<file path="src/rtl/sumres_pkg.sv">
// Shared types and constants for the bit-serial adder/subtractor.
// FSM states and the operation encoding of the mode input.
package sumres_pkg;

  typedef enum logic [1:0] {
    IDLE  = 2'd0,
    SHIFT = 2'd1,
    DONE  = 2'd2
  } state_t;

  localparam logic MODE_ADD = 1'b0;
  localparam logic MODE_SUB = 1'b1;

endpackage

</file>
<file path="src/rtl/sumador_completo_1b.sv">
// One-bit combinational full adder.
// It is the only arithmetic cell of the serial loop.
module sumador_completo_1b (
  input  logic a,
  input  logic b,
  input  logic cin,
  output logic s,
  output logic cout
);

  assign s    = a ^ b ^ cin;
  assign cout = (a & b) | (a & cin) | (b & cin);

endmodule

</file>
<file path="src/rtl/sumador_restador_serie.sv">
// Bit-serial WIDTH-bit adder/subtractor, LSB first, with a start/busy/done handshake.
// Optional signed-overflow output ovf is enabled by defining SUMRES_OVERFLOW_EN.
module sumador_restador_serie
  import sumres_pkg::*;
#(
  parameter  int WIDTH = 4,
  localparam int CNT_W = $clog2(WIDTH)
) (
  input  logic             clk,
  input  logic             rst,
  input  logic             start,
  input  logic             mode,
  input  logic [WIDTH-1:0] a,
  input  logic [WIDTH-1:0] b,
  output logic             ready,
  output logic             busy,
  output logic             done,
  output logic [WIDTH-1:0] s,
  output logic             cout
`ifdef SUMRES_OVERFLOW_EN
  ,
  output logic             ovf
`endif
);

  localparam logic [CNT_W-1:0] LAST = CNT_W'(WIDTH - 1);

  state_t             state;
  state_t             state_nxt;
  logic [WIDTH-1:0]   a_sh;
  logic [WIDTH-1:0]   b_sh;
  logic [WIDTH-2:0]   res_sh;
  logic [WIDTH-1:0]   res_next;
  logic               carry;
  logic [CNT_W-1:0]   cnt;
  logic               fa_s;
  logic               fa_cout;
  logic               load;
  logic               last;

  sumador_completo_1b u_fa (
    .a    (a_sh[0]),
    .b    (b_sh[0]),
    .cin  (carry),
    .s    (fa_s),
    .cout (fa_cout)
  );

  assign load     = start & ready;
  assign last     = (cnt == LAST);
  assign res_next = {fa_s, res_sh};

  always_ff @(posedge clk) begin
    if (rst) begin
      state <= IDLE;
    end else begin
      state <= state_nxt;
    end
  end

  always_comb begin
    state_nxt = state;
    case (state)
      IDLE:    state_nxt = start ? SHIFT : IDLE;
      SHIFT:   state_nxt = last ? DONE : SHIFT;
      DONE:    state_nxt = start ? SHIFT : IDLE;
      default: state_nxt = IDLE;
    endcase
  end

  always_comb begin
    ready = (state == IDLE) || (state == DONE);
    busy  = (state == SHIFT);
    done  = (state == DONE);
  end

  // Subtraction loads ~B with carry-in 1, so the loop always just adds.
  always_ff @(posedge clk) begin
    if (rst) begin
      a_sh   <= '0;
      b_sh   <= '0;
      res_sh <= '0;
      carry  <= 1'b0;
      cnt    <= '0;
      s      <= '0;
      cout   <= 1'b0;
`ifdef SUMRES_OVERFLOW_EN
      ovf    <= 1'b0;
`endif
    end else if (load) begin
      a_sh  <= a;
      b_sh  <= b ^ {WIDTH{mode}};
      carry <= mode;
      cnt   <= '0;
    end else if (state == SHIFT) begin
      a_sh   <= {1'b0, a_sh[WIDTH-1:1]};
      b_sh   <= {1'b0, b_sh[WIDTH-1:1]};
      res_sh <= res_next[WIDTH-1:1];
      carry  <= fa_cout;
      cnt    <= cnt + 1'b1;
      if (last) begin
        s    <= res_next;
        cout <= fa_cout;
`ifdef SUMRES_OVERFLOW_EN
        ovf  <= carry ^ fa_cout;
`endif
      end
    end
  end

endmodule

</file>
<file path="config.mk">
export PLATFORM = sky130hd
export DESIGN_NAME = sumador_restador_serie
export DESIGN_NICKNAME = d
export VERILOG_FILES = /design/src/rtl/sumres_pkg.sv /design/src/rtl/sumador_completo_1b.sv /design/src/rtl/sumador_restador_serie.sv
export SDC_FILE = /design/constraint.sdc
export NUM_CORES = 1
export LEC_CHECK = 0
export ABC_CLOCK_PERIOD_IN_PS = 2700
export CAP_MARGIN = 20
export CORE_ASPECT_RATIO = 1.2
export CORE_UTILIZATION = 25
export CTS_BUF_LIST = sky130_fd_sc_hd__clkbuf_4
export CTS_CLUSTER_DIAMETER = 40
export DETAILED_ROUTE_END_ITERATION = 10
export HOLD_SLACK_MARGIN = 0.05
export SKIP_CTS_REPAIR_TIMING = 1
export SLEW_MARGIN = 20
export SYNTH_ARGS = -nofsm -noshare
export SYNTH_HDL_FRONTEND = slang
export SYNTH_SLANG_ARGS = --single-unit
</file>
<file path="constraint.sdc">
create_clock -name clk -period 2.7 [get_ports clk]
set_input_delay 0.54 -clock clk [delete_from_list [all_inputs] [get_ports clk]]
set_output_delay 0.54 -clock clk [all_outputs]
set_load 0.05 [all_outputs]
</file>
==> results.json, run 1 <==
{
  "fin_nets": 131,
  "rr_worst_depth": 4,
  "power.density_mw_per_mm2": 515,
  "ys_ff_latch": 21,
  "synth_nets": 114,
  "arrival_ps": 1800,
  "core_mm2": 0.00340,
  "reg2reg_to": "s[1]$_SDFFE_PP0P_",
  "drc": 6,
  "dr.first_iter.drc_count": 19,
  "worst_path_max_delay_cell": "clkdlybuf4s50_1",
  "final_common_cell": "dfxtp_1",
  "clock_path_buffers": 2,
  "cp_top_family": "buffers and inverters",
  "fin_cells": 153,
  "final_util_pct": 32.8,
  "numCtsBuffers": 3,
  "track_usage_pct": 9.86,
  "fmax_mhz": 427,
  "first_pass_iters": 7,
  "vias": 715,
  "synthesis.area_um2": 900,
  "synth_edf_count": 0,
  "dp_slack_ps": 689,
  "dp_hpwl_um": 1220,
  "synth-main-ff-cell": "dfxtp_1",
  "vias_per_cell": 4.67,
  "worstPathRequired_ps": 2160,
  "fillers": 373,
  "fin_crit_sh_pct": 86.7,
  "cts_tree": "yes",
  "synthArstFlopShare_pct": 0,
  "hold_depth": 2,
  "post_synth_inst_count": 100,
  "drive_above_1_share_pct": 6.03,
  "routed_wl_um": 1680,
  "vdd_ir_drop_max_v": 0.000243,
  "hold_viol": 0,
  "grt_pass1_wl_um": 3030,
  "rrSetupSlack_ps": 1460,
  "rsz0062_at_grt": "false",
  "tns_ps": 0,
  "rows": 23,
  "synth_area_per_cell_um2": 9.00,
  "htreeDepth": 1,
  "min-delay-start": "cout$_SDFFE_PP0P_",
  "start_kind": "flop",
  "grt_max_degree": 22,
  "syn_to_final_growth_pct": 23.6,
  "ios": 20,
  "cts_sinks": 21,
  "reg2reg_from": "cnt[0]$_SDFFE_PP0N_",
  "relSlewSlack_pct": 49.4,
  "initial_core_util_pct": 26.5,
  "ys_seq_area_share_pct": 46.7,
  "crit_buf_inv": 2,
  "die_height_um": 67.7,
  "root_buffer": "clkbuf_4",
  "grt_overflow": 0,
  "endpoint_kind": "primary output",
  "status": "finished, violations left",
  "slew_viol_final": 0,
  "finalSetupViolCount": 0,
  "gp_congestion": 0.718,
  "numPortBuffers": 19,
  "diodes": 0,
  "crit_fanout": 17,
  "tightest_slew_ps": 757,
  "min_period_ps": 2340,
  "synthTopCellsByArea": "dfxtp_1, a21oi_1, nand3_1",
  "yosysTopAreaCellShare_pct": 46.7,
  "drv_cap": 0,
  "synth_top_area_cell": "dfxtp_1",
  "insertion_delay_ps": 290,
  "final_cell_mix": "dfxtp_1, clkdlybuf4s50_1, a21oi_1, nand3_1, nand2_1",
  "clk_pin_slew_ps": 110,
  "yosysWarnings": 0,
  "ant_nets": 0,
  "ys_types": 23,
  "detail_route.wl_per_cell_um": 11.0,
  "p_leak_nw": 0.396,
  "dp.cells": 149,
  "die_area_mm2": 0.00384,
  "violations": "DRC",
  "hold_end": "cout$_SDFFE_PP0P_",
  "grt_pass1_vias": 686,
  "hold_path_class": "reg2reg",
  "path_cells": "nand2b_1, clkinv_4, clkdlybuf4s50_1",
  "worstSetupPathType": "reg2out",
  "cpPeakStageDelay_ps": 820,
  "fin_ws_ps": 359,
  "fp.dieW_um": 56.8,
  "antenna_found_initial": 0,
  "finClkSkew_ps": 1.65
}
-- per-layer routing --
metal | share of wire (%) | up-vias | GRT usage, %
met5 | 0 | - | 0
met3 | 5.5 | 0 | 2.30
met1 | 47 | 320 | 12.2
met4 | 0 | 0 | 3.35
met2 | 48 | 20 | 17.0
li1 | - | 375 | -
-- worst reg2reg max path: stages (launching register included) --
cell      delay, ps
dfxtp_1         370
ha_1            300
nand3b_1        240
nand2_1         130
a21oi_1          70
-- kinds of logic (layout without fill, tap and decap cells) --
| kind of cell | Yosys count | after routing | synth area share (%) |
|---|---|---|---|
| fa+ha+maj | 2 | 2 | 3.62 |
| xor+xnor | 5 | 5 | 4.87 |
| buf+inv | 10 | 26 | 7.93 |
| mux | 1 | 1 | 1.11 |
| compound gates | 25 | 25 | 16.1 |
| flops | 21 | 21 | 46.7 |
| simple gates | 36 | 36 | 19.6 |
-- synth_stat cells (2+ instances only) --
library cell and number:
nand3_1 14, nor2_1 2, nand2b_1 2, dfxtp_1 21, buf_2 4, and2b_1 2, a22oi_1 7, a21oi_1 17
xor2_1 4, clkbuf_1 2, nand2_1 13
-- worst max path at each step --
stage,from,end,slack [ps],cells after the start
2_1_floorplan,state[0]$_SDFF_PP0_,done,1370,1
3_3_place_gp,state[0]$_SDFF_PP0_,busy,720,3
3_5_place_dp,state[0]$_SDFF_PP0_,busy,690,3
4_1_cts,state[0]$_SDFF_PP0_,busy,330,3
5_1_grt,state[0]$_SDFF_PP0_,busy,250,3
6_report,state[0]$_SDFF_PP0_,busy,360,3
-- state kept, by name, summed over array words and instances (netlist names) --
register,flops
cnt,2
b_sh,4
a_sh,4
s,4
res_sh,3
carry,1
state,2
cout,1
-- power by group --
part	total [mW]	switching (mW)	internal, mW
Clock	0.147	0.0922	0.0551
Sequential	0.333	0.00910	0.324
Combinational	0.0924	0.0518	0.0407
Total	0.573	0.153	0.419
-- final cells by class --
cell class,instances,area (um2),share of cell area (%)
Tap cell,37,46.3,4.16
Timing Repair Buffer,20,198,17.8
Multi-Input combinational cell,69,408,36.7
Clock inverter,1,5.00,0.450
Inverter,2,12.5,1.12
Sequential cell,21,420,37.8
Clock buffer,3,22.5,2.02
-- metrics by stage --
step                hold WS [ps]  instance area (um2)  power, mW
finish                       461                 1110      0.573
detailed placement           447                 1080      0.433
global route                 485                 1110      0.610
CTS                          464                 1110      0.582
floorplan                    437                  900      0.408
global placement             444                 1080      0.430
(Power assumes the default switching activity.)
==> run 2: changes to the inputs <==
RECOVER_POWER = 25   (was unset)
==> run 2 against run 1 <==
The run still ends with DRC left. Register-to-register slack is essentially flat. Worst setup slack is the same. Die area is the same. Via count is the same. Maximum frequency is the same.
==> results.json, run 2 (synthesis gave the netlist of run 1 again) <==
{
  "status": "finished, violations left",
  "violations": "DRC",
  "vias_per_cell": 4.67,
  "vias": 715,
  "finalSetupViolCount": 0,
  "insertion_delay_ps": 290,
  "fin_crit_sh_pct": 86.7,
  "start_kind": "flop",
  "ios": 20,
  "drc": 6,
  "diodes": 0,
  "slew_viol_final": 0,
  "finalPower_uw": 572,
  "min_period_ps": 2340,
  "final_common_cell": "dfxtp_1",
  "gp_congestion": 0.718,
  "ant_nets": 0,
  "routed_wl_um": 1680,
  "final_cell_mix": "dfxtp_1, clkdlybuf4s50_1, a21oi_1, nand3_1, nand2_1",
  "finClkSkew_ps": 1.65,
  "cts_sinks": 21,
  "grt_pass1_vias": 686,
  "seqPwrFrac_pct": 58.2,
  "cts_tree": "yes",
  "hold_viol": 0,
  "arrival_ps": 1800,
  "fmax_mhz": 427,
  "drive_above_1_share_pct": 6.03,
  "hold_path_class": "reg2reg",
  "detail_route.wl_per_cell_um": 11.0,
  "tns_ps": 0,
  "numPortBuffers": 19,
  "worstSetupPathType": "reg2out",
  "grt_pass1_wl_um": 3030,
  "switching_share_pct": 26.8,
  "die_area_mm2": 0.00384,
  "top_regs": "a_sh x4, b_sh x4, s x4",
  "p_sw_uw": 153,
  "rsz0062_at_grt": "false",
  "internal_power_uw": 419,
  "dr.first_iter.drc_count": 19,
  "relSlewSlack_pct": 48.9,
  "drv_cap": 0,
  "initial_core_util_pct": 26.5,
  "p_leak_nw": 0.397,
  "fin_nets": 131,
  "vdd_ir_drop_max_v": 0.000243,
  "clock_path_buffers": 2,
  "syn_to_final_growth_pct": 23.6,
  "tightest_slew_ps": 764,
  "endpoint_kind": "primary output",
  "track_usage_pct": 9.86,
  "fp.dieW_um": 56.8,
  "grt_overflow": 0,
  "antenna_found_initial": 0,
  "die_height_um": 67.7,
  "p_comb_share_pct": 16.1,
  "core_mm2": 0.00340,
  "first_pass_iters": 7,
  "root_buffer": "clkbuf_4",
  "rows": 23,
  "fin_cells": 153,
  "grt_max_degree": 22,
  "dpl_cell_area_mm2": 0.00108,
  "dp_hpwl_um": 1220,
  "final_area_mm2": 0.00111,
  "clockPowerShare_pct": 25.7,
  "dp.cells": 149,
  "whs_ps": 461,
  "worstPathRequired_ps": 2160,
  "crit_fanout": 17,
  "numCtsBuffers": 3,
  "htreeDepth": 1,
  "power.density_mw_per_mm2": 514,
  "clk_pin_slew_ps": 110
}
-- run 2: cell types whose count changed in the layout (fill, tap and decap cells not counted), sizes merged --
cell | previous run | this run
clkdlybuf4s50 | 19 | 18
dlygate4sd3 | 0 | 1
-- run 2: through the flow --
stage,setup WS [ps],utilization [%]
6_report,359,32.8
5_1_grt,250,32.8
4_1_cts,329,32.8
3_5_place_dp,689,31.9
3_3_place_gp,718,31.9
2_1_floorplan,1370,-
-- run 2: area by class of cell --
type | count | area, um2
clock inverter | 1 | 5.00
inverter | 2 | 12.5
multi-input combinational | 69 | 408
sequential | 21 | 420
fill | 373 | 2280
timing repair buffer | 20 | 198
clock buffer | 3 | 22.5
tap | 37 | 46.3
-- run 2: final timing paths --
check	startpoint	endpoint	slack, ps	cells after the start
setup / recovery	state[0]$_SDFF_PP0_	busy	360	3
hold / removal	cout$_SDFFE_PP0P_	cout$_SDFFE_PP0P_	460	2
setup reg to reg	cnt[0]$_SDFFE_PP0N_	s[1]$_SDFFE_PP0P_	1460	4
hold reg to reg	cout$_SDFFE_PP0P_	cout$_SDFFE_PP0P_	460	2
-- run 2: critical path, cell delays in order, from the launching register on --
cell	delay (ps)
dfxtp_1	410
nand2b_1	140
clkinv_4	140
clkdlybuf4s50_1	820
-- run 2: routing by layer --
metal / vias to the layer above / track usage (%) / routed length, um
met2: 20 / 17.0 / 802
met3: 0 / 2.30 / 92
met4: 0 / 3.35 / 0
met1: 320 / 12.2 / 783
li1: 375 / - / -
met5: - / 0 / 0
-- run 2: power by group through the flow --
stage          clock [mW]  combinational [mW]  sequential (mW)
6_report            0.147              0.0921            0.333
5_1_grt             0.173               0.102            0.335
4_1_cts             0.156              0.0934            0.333
3_5_place_dp            0              0.0930            0.340
3_3_place_gp            0              0.0913            0.339
2_1_floorplan           0              0.0707            0.338
